### src/rtl/uart_tx_fifo_reader_if.sv
// rtl/uart_tx_fifo_reader_if.sv - FIFO read port and serial line bundle for uart_tx_fifo_reader
// master is the reader/line driver; slave is the FIFO-and-pad side.
interface uart_tx_fifo_reader_if;
    logic       tx_enable;
    logic       fifo_empty;
    logic [7:0] fifo_data;
    logic       fifo_rd_en;
    logic       tx;
    logic       busy;
    logic       frame_done;

    modport master (
        input  tx_enable,
        input  fifo_empty,
        input  fifo_data,
        output fifo_rd_en,
        output tx,
        output busy,
        output frame_done
    );

    modport slave (
        output tx_enable,
        output fifo_empty,
        output fifo_data,
        input  fifo_rd_en,
        input  tx,
        input  busy,
        input  frame_done
    );
endinterface

### src/rtl/uart_tx_fifo_reader.sv
// rtl/uart_tx_fifo_reader.sv - pops bytes from the TX FIFO and serializes them as 8N1/8E1 UART frames
module uart_tx_fifo_reader #(
    parameter int CLKS_PER_BIT = 868,
    parameter int PARITY_EN    = 0,
    parameter int STOP_BITS    = 1
) (
    input logic                  clk,
    input logic                  rst,
    uart_tx_fifo_reader_if.master bus
);

    localparam int CNT_W = $clog2(CLKS_PER_BIT);
    localparam logic [CNT_W-1:0] CNT_LAST = CNT_W'(CLKS_PER_BIT - 1);
    localparam logic [CNT_W-1:0] CNT_PRE  = CNT_W'(CLKS_PER_BIT - 2);
    localparam logic STOP_LAST = (STOP_BITS == 2);

    typedef enum logic [2:0] {
        IDLE,
        FETCH,
        LOAD,
        START,
        DATA,
        PARITY,
        STOP
    } state_t;

    state_t           state;
    logic [CNT_W-1:0] baud_cnt;
    logic [2:0]       bit_idx;
    logic [7:0]       shift;
    logic             parity_bit;
    logic             stop_idx;
    logic             bit_end;
    logic             last_stop;

    assign bit_end   = (baud_cnt == CNT_LAST);
    assign last_stop = (stop_idx == STOP_LAST);

    always_ff @(posedge clk) begin
        if (rst) begin
            state          <= IDLE;
            baud_cnt       <= '0;
            bit_idx        <= '0;
            shift          <= '0;
            parity_bit     <= 1'b0;
            stop_idx       <= 1'b0;
            bus.tx         <= 1'b1;
            bus.fifo_rd_en <= 1'b0;
            bus.busy       <= 1'b0;
            bus.frame_done <= 1'b0;
        end else begin
            bus.fifo_rd_en <= 1'b0;
            bus.frame_done <= 1'b0;
            case (state)
                IDLE: begin
                    bus.tx   <= 1'b1;
                    baud_cnt <= '0;
                    if (bus.tx_enable && !bus.fifo_empty) begin
                        bus.fifo_rd_en <= 1'b1;
                        bus.busy       <= 1'b1;
                        state          <= FETCH;
                    end
                end
                // FIFO read data lands one cycle after the pop
                FETCH: begin
                    state <= LOAD;
                end
                LOAD: begin
                    shift      <= bus.fifo_data;
                    parity_bit <= ^bus.fifo_data;
                    baud_cnt   <= '0;
                    bit_idx    <= '0;
                    stop_idx   <= 1'b0;
                    bus.tx     <= 1'b0;
                    state      <= START;
                end
                START: begin
                    if (bit_end) begin
                        baud_cnt <= '0;
                        bus.tx   <= shift[0];
                        state    <= DATA;
                    end else begin
                        baud_cnt <= baud_cnt + CNT_W'(1);
                    end
                end
                // tx is preloaded with the next bit so the line changes on the boundary edge
                DATA: begin
                    if (bit_end) begin
                        baud_cnt <= '0;
                        shift    <= shift >> 1;
                        bit_idx  <= bit_idx + 3'd1;
                        if (bit_idx == 3'd7) begin
                            if (PARITY_EN != 0) begin
                                bus.tx <= parity_bit;
                                state  <= PARITY;
                            end else begin
                                bus.tx <= 1'b1;
                                state  <= STOP;
                            end
                        end else begin
                            bus.tx <= shift[1];
                        end
                    end else begin
                        baud_cnt <= baud_cnt + CNT_W'(1);
                    end
                end
                PARITY: begin
                    if (bit_end) begin
                        baud_cnt <= '0;
                        bus.tx   <= 1'b1;
                        state    <= STOP;
                    end else begin
                        baud_cnt <= baud_cnt + CNT_W'(1);
                    end
                end
                STOP: begin
                    if (last_stop && (baud_cnt == CNT_PRE)) begin
                        bus.frame_done <= 1'b1;
                    end
                    if (bit_end) begin
                        baud_cnt <= '0;
                        if (last_stop) begin
                            bus.busy <= 1'b0;
                            state    <= IDLE;
                        end else begin
                            stop_idx <= 1'b1;
                        end
                    end else begin
                        baud_cnt <= baud_cnt + CNT_W'(1);
                    end
                end
                default: begin
                    state <= IDLE;
                end
            endcase
        end
    end

endmodule

### src/flat_wrapper.sv
// flat-port wrapper written by rule: the top's interface ports become plain ports
module uart_tx_fifo_reader_flat 
#(
    parameter int CLKS_PER_BIT = 868,
    parameter int PARITY_EN    = 0,
    parameter int STOP_BITS    = 1
)
  (clk, rst, bus_tx_enable, bus_fifo_empty, bus_fifo_data, bus_fifo_rd_en, bus_tx, bus_busy, bus_frame_done);
  uart_tx_fifo_reader_if bus_i ();
  input logic clk;
  input logic rst;
  input wire logic [$bits(bus_i.tx_enable)-1:0] bus_tx_enable;
  input wire logic [$bits(bus_i.fifo_empty)-1:0] bus_fifo_empty;
  input wire logic [$bits(bus_i.fifo_data)-1:0] bus_fifo_data;
  output wire logic [$bits(bus_i.fifo_rd_en)-1:0] bus_fifo_rd_en;
  output wire logic [$bits(bus_i.tx)-1:0] bus_tx;
  output wire logic [$bits(bus_i.busy)-1:0] bus_busy;
  output wire logic [$bits(bus_i.frame_done)-1:0] bus_frame_done;
  assign bus_i.tx_enable = bus_tx_enable;
  assign bus_i.fifo_empty = bus_fifo_empty;
  assign bus_i.fifo_data = bus_fifo_data;
  assign bus_fifo_rd_en = bus_i.fifo_rd_en;
  assign bus_tx = bus_i.tx;
  assign bus_busy = bus_i.busy;
  assign bus_frame_done = bus_i.frame_done;
  uart_tx_fifo_reader #(.CLKS_PER_BIT(CLKS_PER_BIT), .PARITY_EN(PARITY_EN), .STOP_BITS(STOP_BITS)) u_core (.clk(clk), .rst(rst), .bus(bus_i));
endmodule
### config.mk
export PLATFORM = sky130hd
export DESIGN_NAME = uart_tx_fifo_reader_flat
export DESIGN_NICKNAME = d
export VERILOG_FILES = /design/src/rtl/uart_tx_fifo_reader_if.sv /design/src/rtl/uart_tx_fifo_reader.sv /design/src/flat_wrapper.sv
export SDC_FILE = /design/constraint.sdc
export NUM_CORES = 1
export LEC_CHECK = 0
export CAP_MARGIN = 30
export CORE_ASPECT_RATIO = 1.2
export CORE_UTILIZATION = 45
export DETAILED_ROUTE_END_ITERATION = 8
export PLACE_DENSITY = 0.75
export SYNTH_ARGS = -nofsm -noshare
export SYNTH_HDL_FRONTEND = slang
export SYNTH_SLANG_ARGS = --single-unit
### constraint.sdc
create_clock -name clk -period 3.05 [get_ports clk]
set_input_delay 0.61 -clock clk [delete_from_list [all_inputs] [get_ports clk]]
set_output_delay 0.61 -clock clk [all_outputs]
set_load 0.02 [all_outputs]
==> results of run 1 <==
==> worst max-delay path: stages, from the launching register on <==
cell and delay [ns]:
dfxtp_1 0.74, nand3b_1 0.26, a21oi_2 0.38, or3b_1 0.38, a31oi_1 0.16
==> cells by family after synthesis <==
kind of cell             after synthesis
multiplexers                           7
adder cells (fa/ha/maj)                5
flip-flops                            29
AND/OR/NAND/NOR                       59
AO/OA/AOI/OAI                         48
XOR/XNOR                               4
buffers and inverters                 20
==> layout make-up <==
type | count | area share
multi-input cells | 123 | 0.497
flip-flops and latches | 29 | 0.336
clock buffers | 8 | 0.0282
well taps | 36 | 0.0260
inverters | 8 | 0.0174
repair buffers | 17 | 0.0955
==> cells in the mapped netlist, types with 2 or more instances <==
master / count
buf_1: 2
a21oi_1: 6
xor2_1: 2
dfxtp_1: 29
o2bb2ai_1: 3
a211oi_1: 10
ha_1: 4
a31o_2: 2
o21ai_0: 3
buf_2: 2
nor3_1: 4
mux2i_1: 7
nand2_1: 11
nand4_1: 3
a32oi_1: 3
a31oi_1: 10
or3b_1: 3
nor4_1: 3
xnor2_1: 2
and2_1: 2
nand3b_1: 5
and3_1: 2
clkbuf_1: 5
inv_1: 8
buf_6: 2
nor2_1: 15
a22oi_1: 2
==> sequential cells by signal (all words and copies together) (netlist names), 3 cells and up <==
register         flops
u_core.baud_cnt     10
u_core.bit_idx       3
u_core.shift         8
u_core.state         3
==> layout by cell type, fill, tap and decap left out, drive strengths merged, types with 2 or more instances in the layout <==
master	n
a22oi	2
nor4	3
o21ai	3
clkbuf	8
nand3b	5
o2bb2ai	3
mux2i	7
buf	2
or3b	4
a21oi	7
and3	3
nand2	11
dfxtp	29
xor2	2
nor3	4
nand3	2
a32oi	3
and2	2
a31o	2
a211oi	10
clkdlybuf4s50	15
ha	4
xnor2	2
inv	8
a31oi	10
nor2	15
nand4	3
==> final timing paths <==
path,cells past startpoint,slack [ns],startpoint,endpoint
max,4,1.06,u_core.state[0],u_core.baud_cnt[7]
min,2,0.49,u_core.bit_idx[0],u_core.bit_idx[0]
min reg2reg,2,0.49,u_core.bit_idx[0],u_core.bit_idx[0]
max reg2reg,4,1.06,u_core.state[0],u_core.baud_cnt[7]
==> power groups by stage <==
stage	combinational, mW	sequential [mW]	clock [mW]
floorplan	0.0275	0.398	0
global placement	0.0485	0.399	0
detailed placement	0.0506	0.400	0
CTS	0.0507	0.391	0.227
global route	0.0545	0.393	0.243
finish	0.0502	0.392	0.224
==> routing by layer <==
layer	track usage	wire length, um	up-vias
met5	0	0	-
met4	0.122	59	0
met3	0.0450	129	8
met2	0.366	1820	31
met1	0.217	1400	652
li1	-	-	670
==> flow_summary.toml, run 1 <==
[clock_network]
clkLatencyLatePin_ns = 0.33
clockRootBuffer = "clkbuf_4"
postCtsHoldBufs = 0
clk_pin_slew_ns = 0.09
h-tree-depth = 2
cts_resized = 0
tritoncts = "built"
cts_num_sinks = 29
post_cts_buffers = 0
clock_path_buffers = 2
cts_made_buffers = 5

[drt]
drtPass1Iterations = 4
drc = 0
drt_iter0_markers = 53
routed-via-count = 1361
wl_um = 3420
wl_per_cell_um = 15.5
drtAntennaViolNets = 0
viasPerCell = 6.16

[yosys]
ys.flop_type = "dfxtp_1"
synth.largest_area_cell = "dfxtp_1"
ys_async_sr_fraction = 0
syn_inst = 172
synth_top_area_frac = 0.378
ys_seq_elements = 29
synth_compound_area_frac = 0.225
yosys.cell_types.count = 49
yosysSeqAreaShare = 0.378
synthXorXnorAreaFrac = 0.0228
yosys.area_share.simple = 0.226
synth_top_family_by_area = "simple AND/OR/NAND/NOR gates"
ys_warn_count = 0
syn_area_um2 = 1540
yosys.area_share.adder = 0.0399
syn_nets = 188
synthMuxAreaShare = 0.0456
synth.avg_cell_area_um2 = 8.93
ys_top_cells_by_area = "dfxtp_1 (38%), a211oi_1 (4.9%), mux2i_1 (4.6%), a31oi_1 (4.1%), nor2_1 (3.7%)"
synth_edf_count = 0

[timing]
tightest_slew_ns = 0.642
slew_violations = 0
clock_skew_ns = 0.00628
setup_ws_ns = 1.06
setup-tns-final_ns = 0
setup_viol = 0
relSlewSlack = 0.572
hold_viol_final = 0
fmax_mhz = 503
min_period_over_period = 0.651
holdWs_ns = 0.494
rsz0062_at_grt = "no"
fin_crit_ns = 1.99

[floorplan]
start_util = 0.485
die_area_um2 = 3650
die_y_um = 66.0
die_x_um = 55.3
coreArea_um2 = 3170
ios = 16
rows = 22

[pwr]
intPower_uw = 504
switchingPower_uw = 162
power_uw = 665
p_seq_frac = 0.588
p_leak_nw = 0.563
sw_frac_of_total = 0.243
irDropWorstVdd_mv = 0.362
pwr-share-clk = 0.336
combPwrFrac = 0.075
cellPowerDensity_nw_per_um2 = 385

[placement]
dp.cells = 213
place_congestion = 0.855
port_buffers = 15
detailedPlacementHpwl_um = 2440
dpl_worst_slack_ns = 0.886
placed_cell_area_um2 = 1680

[finish]
drive_gt1_frac = 0.0919
num_antenna_cells = 0
nFillCells = 306
final_util = 0.546
stdcell_count = 221
nNetsFinal = 200
layout.area.seq_um2 = 581
syn2layout_area_growth_pct = 12.5
final_area_um2 = 1730
multi_input_area_um2 = 860

[setup_path]
path_max_fanout = 21
setup.worst_path.class = "reg -> reg"
crit_path_start_kind = "register"
crit_required_ns = 3.31
worst_setup_path_end_kind = "register"
worstPathArrival_ns = 2.25

[hold_path]
hp-class = "reg -> reg"

[global_routing]
grt_usage = 0.203
grt_pass1_wl_um = 5750
antenna_found_initial = 0
grt_max_degree = 22
overflow = 0
grt_pass1_vias = 1301

[job]
drv_cap = 0

[status]
outcome = "finished clean"
(Power assumes the default switching activity.)
==> inputs of run 2 (changes only) <==
PLACE_DENSITY = 0.77   (was 0.75)
clock period = 1.75 ns   (was 3.05 ns; I/O delays follow)
==> run 2 against run 1 <==
- combinational power increased by 99%
- sequential power increased by 73%
- critical path depth increased by 2
- sequential share of layout area decreased by 2.4 points
- hold slack got worse by 0.0047 ns
- non-clock buffer count increased by 17
- register-to-register slack got worse by 0.99 ns
- critical endpoint is now u_core.shift[5]
- utilization increased by 4.4 points
- cell count increased by 7.7%
==> flow_summary.toml, run 2 (synthesis gave the netlist of run 1 again) <==
[status]
outcome = "finished clean"

[pwr]
p_leak_nw = 0.658
irDropWorstVdd_mv = 0.568
power_mw = 1.16
cellPowerDensity_nw_per_um2 = 623

[setup_path]
crit_path_start_kind = "register"
worst_setup_path_end_kind = "register"
worstPathArrival_ns = 1.90
setup.worst_path.class = "reg -> reg"
path_max_fanout = 5
crit_required_ns = 1.97
r2r_setup_slack_ns = 0.07

[global_routing]
grt_max_degree = 22
overflow = 0
grt_pass1_wl_um = 6000
antenna_found_initial = 0
grt_pass1_vias = 1340
grt_usage = 0.210

[finish]
syn2layout_area_growth_pct = 21.6
num_antenna_cells = 0
final_common_cell = "dfxtp_1"
final_area_um2 = 1870
nNetsFinal = 217
stdcell_count = 238
largest_register_ffs = 10
final_cell_mix = "dfxtp_1 (28), buf_4 (19), nor2_1 (15), clkdlybuf4s50_1 (15), nand2_1 (11)"
regMostFlops = "u_core.baud_cnt"
drive_gt1_frac = 0.193
largestRegisters = "u_core.baud_cnt x10, u_core.shift x8"
final_util = 0.590

[hold_path]
hp-class = "reg -> reg"

[drt]
routed-via-count = 1431
drc = 0
drtAntennaViolNets = 0
wl_um = 3520
wl_per_cell_um = 14.8
drt_iter0_markers = 122
drtPass1Iterations = 4
viasPerCell = 6.01

[timing]
holdWs_ns = 0.490
clock_skew_ns = 0.00937
tightest_slew_ns = 0.393
hold_viol_final = 0
setup_ws_ns = 0.0735
fmax_mhz = 596
setup-tns-final_ns = 0
fin_crit_ns = 1.68
min_period_over_period = 0.958
setup_viol = 0
slew_violations = 0
relSlewSlack = 0.736

[placement]
detailedPlacementHpwl_um = 2520
dpl_worst_slack_ns = -0.139
placed_cell_area_um2 = 1780
place_congestion = 0.886
port_buffers = 15
dp.cells = 226

[clock_network]
clockRootBuffer = "clkbuf_4"
h-tree-depth = 2
clkLatencyLatePin_ns = 0.33
tritoncts = "built"
cts_num_sinks = 29
clk_pin_slew_ns = 0.09
cts_made_buffers = 5
clock_path_buffers = 2

[floorplan]
die_area_um2 = 3650
rows = 22
coreArea_um2 = 3170
die_x_um = 55.3
die_y_um = 66.0
start_util = 0.485
ios = 16

[job]
drv_cap = 0
==> run 2: changes by cell type in the layout (fill, tap and decap cells not counted) <==
cell / change
dfxtp_2: +1
clkinv_2: +2
and4b_1: -1
dfxtp_1: -1
nor4bb_2: +1
clkbuf_1: -2
nor4bb_1: -1
buf_4: +17
and4b_2: +1
==> run 2: path summary, 6_finish.rpt <==
path,from,end,cells past startpoint
worst max register to register,u_core.baud_cnt[0],u_core.shift[5],6
worst min register to register,u_core.stop_idx,u_core.bus.frame_done,1
worst max-delay path,u_core.baud_cnt[0],u_core.shift[5],6
worst min-delay path,u_core.stop_idx,u_core.bus.frame_done,1
==> run 2: layout make-up <==
cell class,instances,area [um^2]
fill,286,1300
multi-input combinational,123,867
sequential,29,582
timing repair buffer,34,293
tap,36,45.0
clock buffer,6,41.3
inverter,8,30.0
clock inverter,2,10.0
==> run 2: worst max-delay path, stage by stage (launching register included) <==
cell,delay (ns)
dfxtp_1,0.35
ha_1,0.21
nor4bb_2,0.29
a31o_2,0.26
buf_4,0.14
nor2_1,0.04
a211oi_1,0.27
==> run 2: where the power goes <==
part	internal, mW	switching [mW]
clock	0.153	0.232
sequential	0.670	0.00879
combinational	0.0553	0.0451
==> run 2: metal layers <==
metal,share of wire,up-vias,global-route usage
met3,0.043,6,0.0548
li1,-,703,-
met1,0.41,686,0.236
met4,0.015,0,0.0875
met2,0.53,36,0.378
met5,0,-,0
==> run 2: what timing repair did <==
action | in CTS | in global routing
setup buffers | 0 | 4
hold buffers | 0 | 0
resized for setup | 0 | 3
setup endpoints to repair | 0 | 10
==> inputs of run 3 (changes only) <==
==> constraint.sdc (replaced) <==
create_clock -name clk -period 1.75 [get_ports clk]
set_input_delay 0.35 -clock clk [delete_from_list [all_inputs] [get_ports clk]]
set_output_delay 0.35 -clock clk [all_outputs]
set_load 0.05 [all_outputs]
==> run 3 against run 2 <==
- clock-buffer cell count up 2
- register-to-register slack about the same
- critical path depth is 2 lower
- routed wire length is 3.1% higher
- sequential share of layout area is 0.14 points higher
- fmax increased by 0.42%
- cell count did not move
- hold slack lost 0.0027 ns
- final area fell by 0.67%
- via count increased by 0.77%
- highest routed layer unchanged
==> flow_summary.toml, run 3 (synthesis gave the netlist of run 1 again) <==
[status]
outcome = "finished clean"

[pwr]
switchingPower_uw = 296
irDropWorstVdd_mv = 0.615
sw_frac_of_total = 0.251
cellPowerDensity_nw_per_um2 = 635
p_seq_frac = 0.575
pwr-share-clk = 0.334
p_leak_nw = 0.655
intPower_uw = 882
combPwrFrac = 0.091

[timing]
slew_violations = 0
hold_viol_final = 0
setup-tns-final_ns = 0
fmax_mhz = 599
setup_ws_ns = 0.0805
relSlewSlack = 0.734
tightest_slew_ns = 0.393
setup_viol = 0
fin_crit_ns = 1.67
min_period_over_period = 0.954
clock_skew_ns = 0.00569
rsz0062_at_grt = "no"

[finish]
multi_input_area_um2 = 876
final_cell_mix = "dfxtp_1 (29), buf_4 (22), nor2_1 (15)"
final_area_um2 = 1860
nNetsFinal = 217
regMostFlops = "u_core.baud_cnt"
syn2layout_area_growth_pct = 20.8
drive_gt1_frac = 0.193
largestRegisters = "u_core.baud_cnt x10, u_core.shift x8"
final_util = 0.586
layout.area.seq_um2 = 581
largest_register_ffs = 10
nFillCells = 277
final_common_cell = "dfxtp_1"
num_antenna_cells = 0

[clock_network]
postCtsHoldBufs = 0
cts_num_sinks = 29
clock_path_buffers = 2
cts_made_buffers = 5
clk_pin_slew_ns = 0.09
tritoncts = "built"
clockRootBuffer = "clkbuf_4"
h-tree-depth = 2
clkLatencyLatePin_ns = 0.33

[setup_path]
critPathSlowestCell = "or3b_1"
worstPathArrival_ns = 1.93
crit_chain = "and4b_2, and3_1, or3b_1, a31oi_1"
setup.worst_path.class = "reg -> reg"
worst_setup_path_end_kind = "register"
path_max_fanout = 9
cp_slowest_stage_delay_ns = 0.41
crit_path_start_kind = "register"
crit_required_ns = 2.01

[hold_path]
hp-class = "reg -> reg"

[global_routing]
grt_pass1_wl_um = 6060
grt_usage = 0.213
antenna_found_initial = 0
overflow = 0
grt_pass1_vias = 1374
grt_max_degree = 22

[floorplan]
die_y_um = 66.0
ios = 16
start_util = 0.485
coreArea_um2 = 3170
die_x_um = 55.3
die_area_um2 = 3650
rows = 22

[drt]
drt_iter0_markers = 104
wl_per_cell_um = 15.3
viasPerCell = 6.06
wl_um = 3630
drtAntennaViolNets = 0
routed-via-count = 1442
drtPass1Iterations = 4
drc = 0

[placement]
port_buffers = 15
detailedPlacementHpwl_um = 2550
placed_cell_area_um2 = 1770
place_congestion = 0.897
dpl_worst_slack_ns = -0.142

[job]
drv_cap = 0
-- run 3: what timing repair did --
item | in CTS | in global routing
endpoints found under the setup margin | 0 | 12
setup buffers | 0 | 3
gates resized for setup | 0 | 2
-- run 3: final cells by class --
| class | instances | area share |
|---|---|---|
| repair buffers | 33 | 0.148 |
| multi-input cells | 124 | 0.472 |
| inverters | 8 | 0.0162 |
| well taps | 36 | 0.0243 |
| flip-flops and latches | 29 | 0.313 |
| clock buffers | 8 | 0.0263 |
-- run 3: worst paths after layout --
check,from,endpoint,slack (ns),depth (start not counted)
worst max-delay path,u_core.baud_cnt[2],u_core.baud_cnt[6],0.08,4
worst min-delay path,u_core.bit_idx[0],u_core.bit_idx[0],0.49,2
worst max register to register,u_core.baud_cnt[2],u_core.baud_cnt[6],0.08,4
worst min register to register,u_core.bit_idx[0],u_core.bit_idx[0],0.49,2
-- run 3: worst max-delay path: cells and delay by family, from the launching register on --
family | cells | cell delay, ns
AOI/OAI and AO/OA | 1 | 0.18
DFF | 1 | 0.39
and+or+nand+nor | 3 | 1.02
-- run 3: power by group through the flow --
stage | Combinational (mW) | Sequential (mW) | Clock, mW
global route | 0.115 | 0.679 | 0.424
floorplan | 0.0480 | 0.703 | 0
detailed placement | 0.105 | 0.693 | 0
finish | 0.107 | 0.678 | 0.394
CTS | 0.105 | 0.677 | 0.399
global placement | 0.102 | 0.692 | 0
-- run 3: metrics by stage --
stage          hold slack, ns  std cells  power (mW)
2_1_floorplan           0.420        172       0.751
5_1_grt                 0.520        238        1.22
3_3_place_gp            0.453        226       0.794
3_5_place_dp            0.481        226       0.798
4_1_cts                 0.492        234        1.18
6_report                0.487        238        1.18
-- run 3: layer usage --
metal | global-route usage | up-vias | wire (um)
met5 | 0 | - | 0
met2 | 0.380 | 33 | 1810
li1 | - | 709 | -
met3 | 0.0646 | 9 | 150
met4 | 0.0969 | 0 | 68
met1 | 0.233 | 691 | 1610
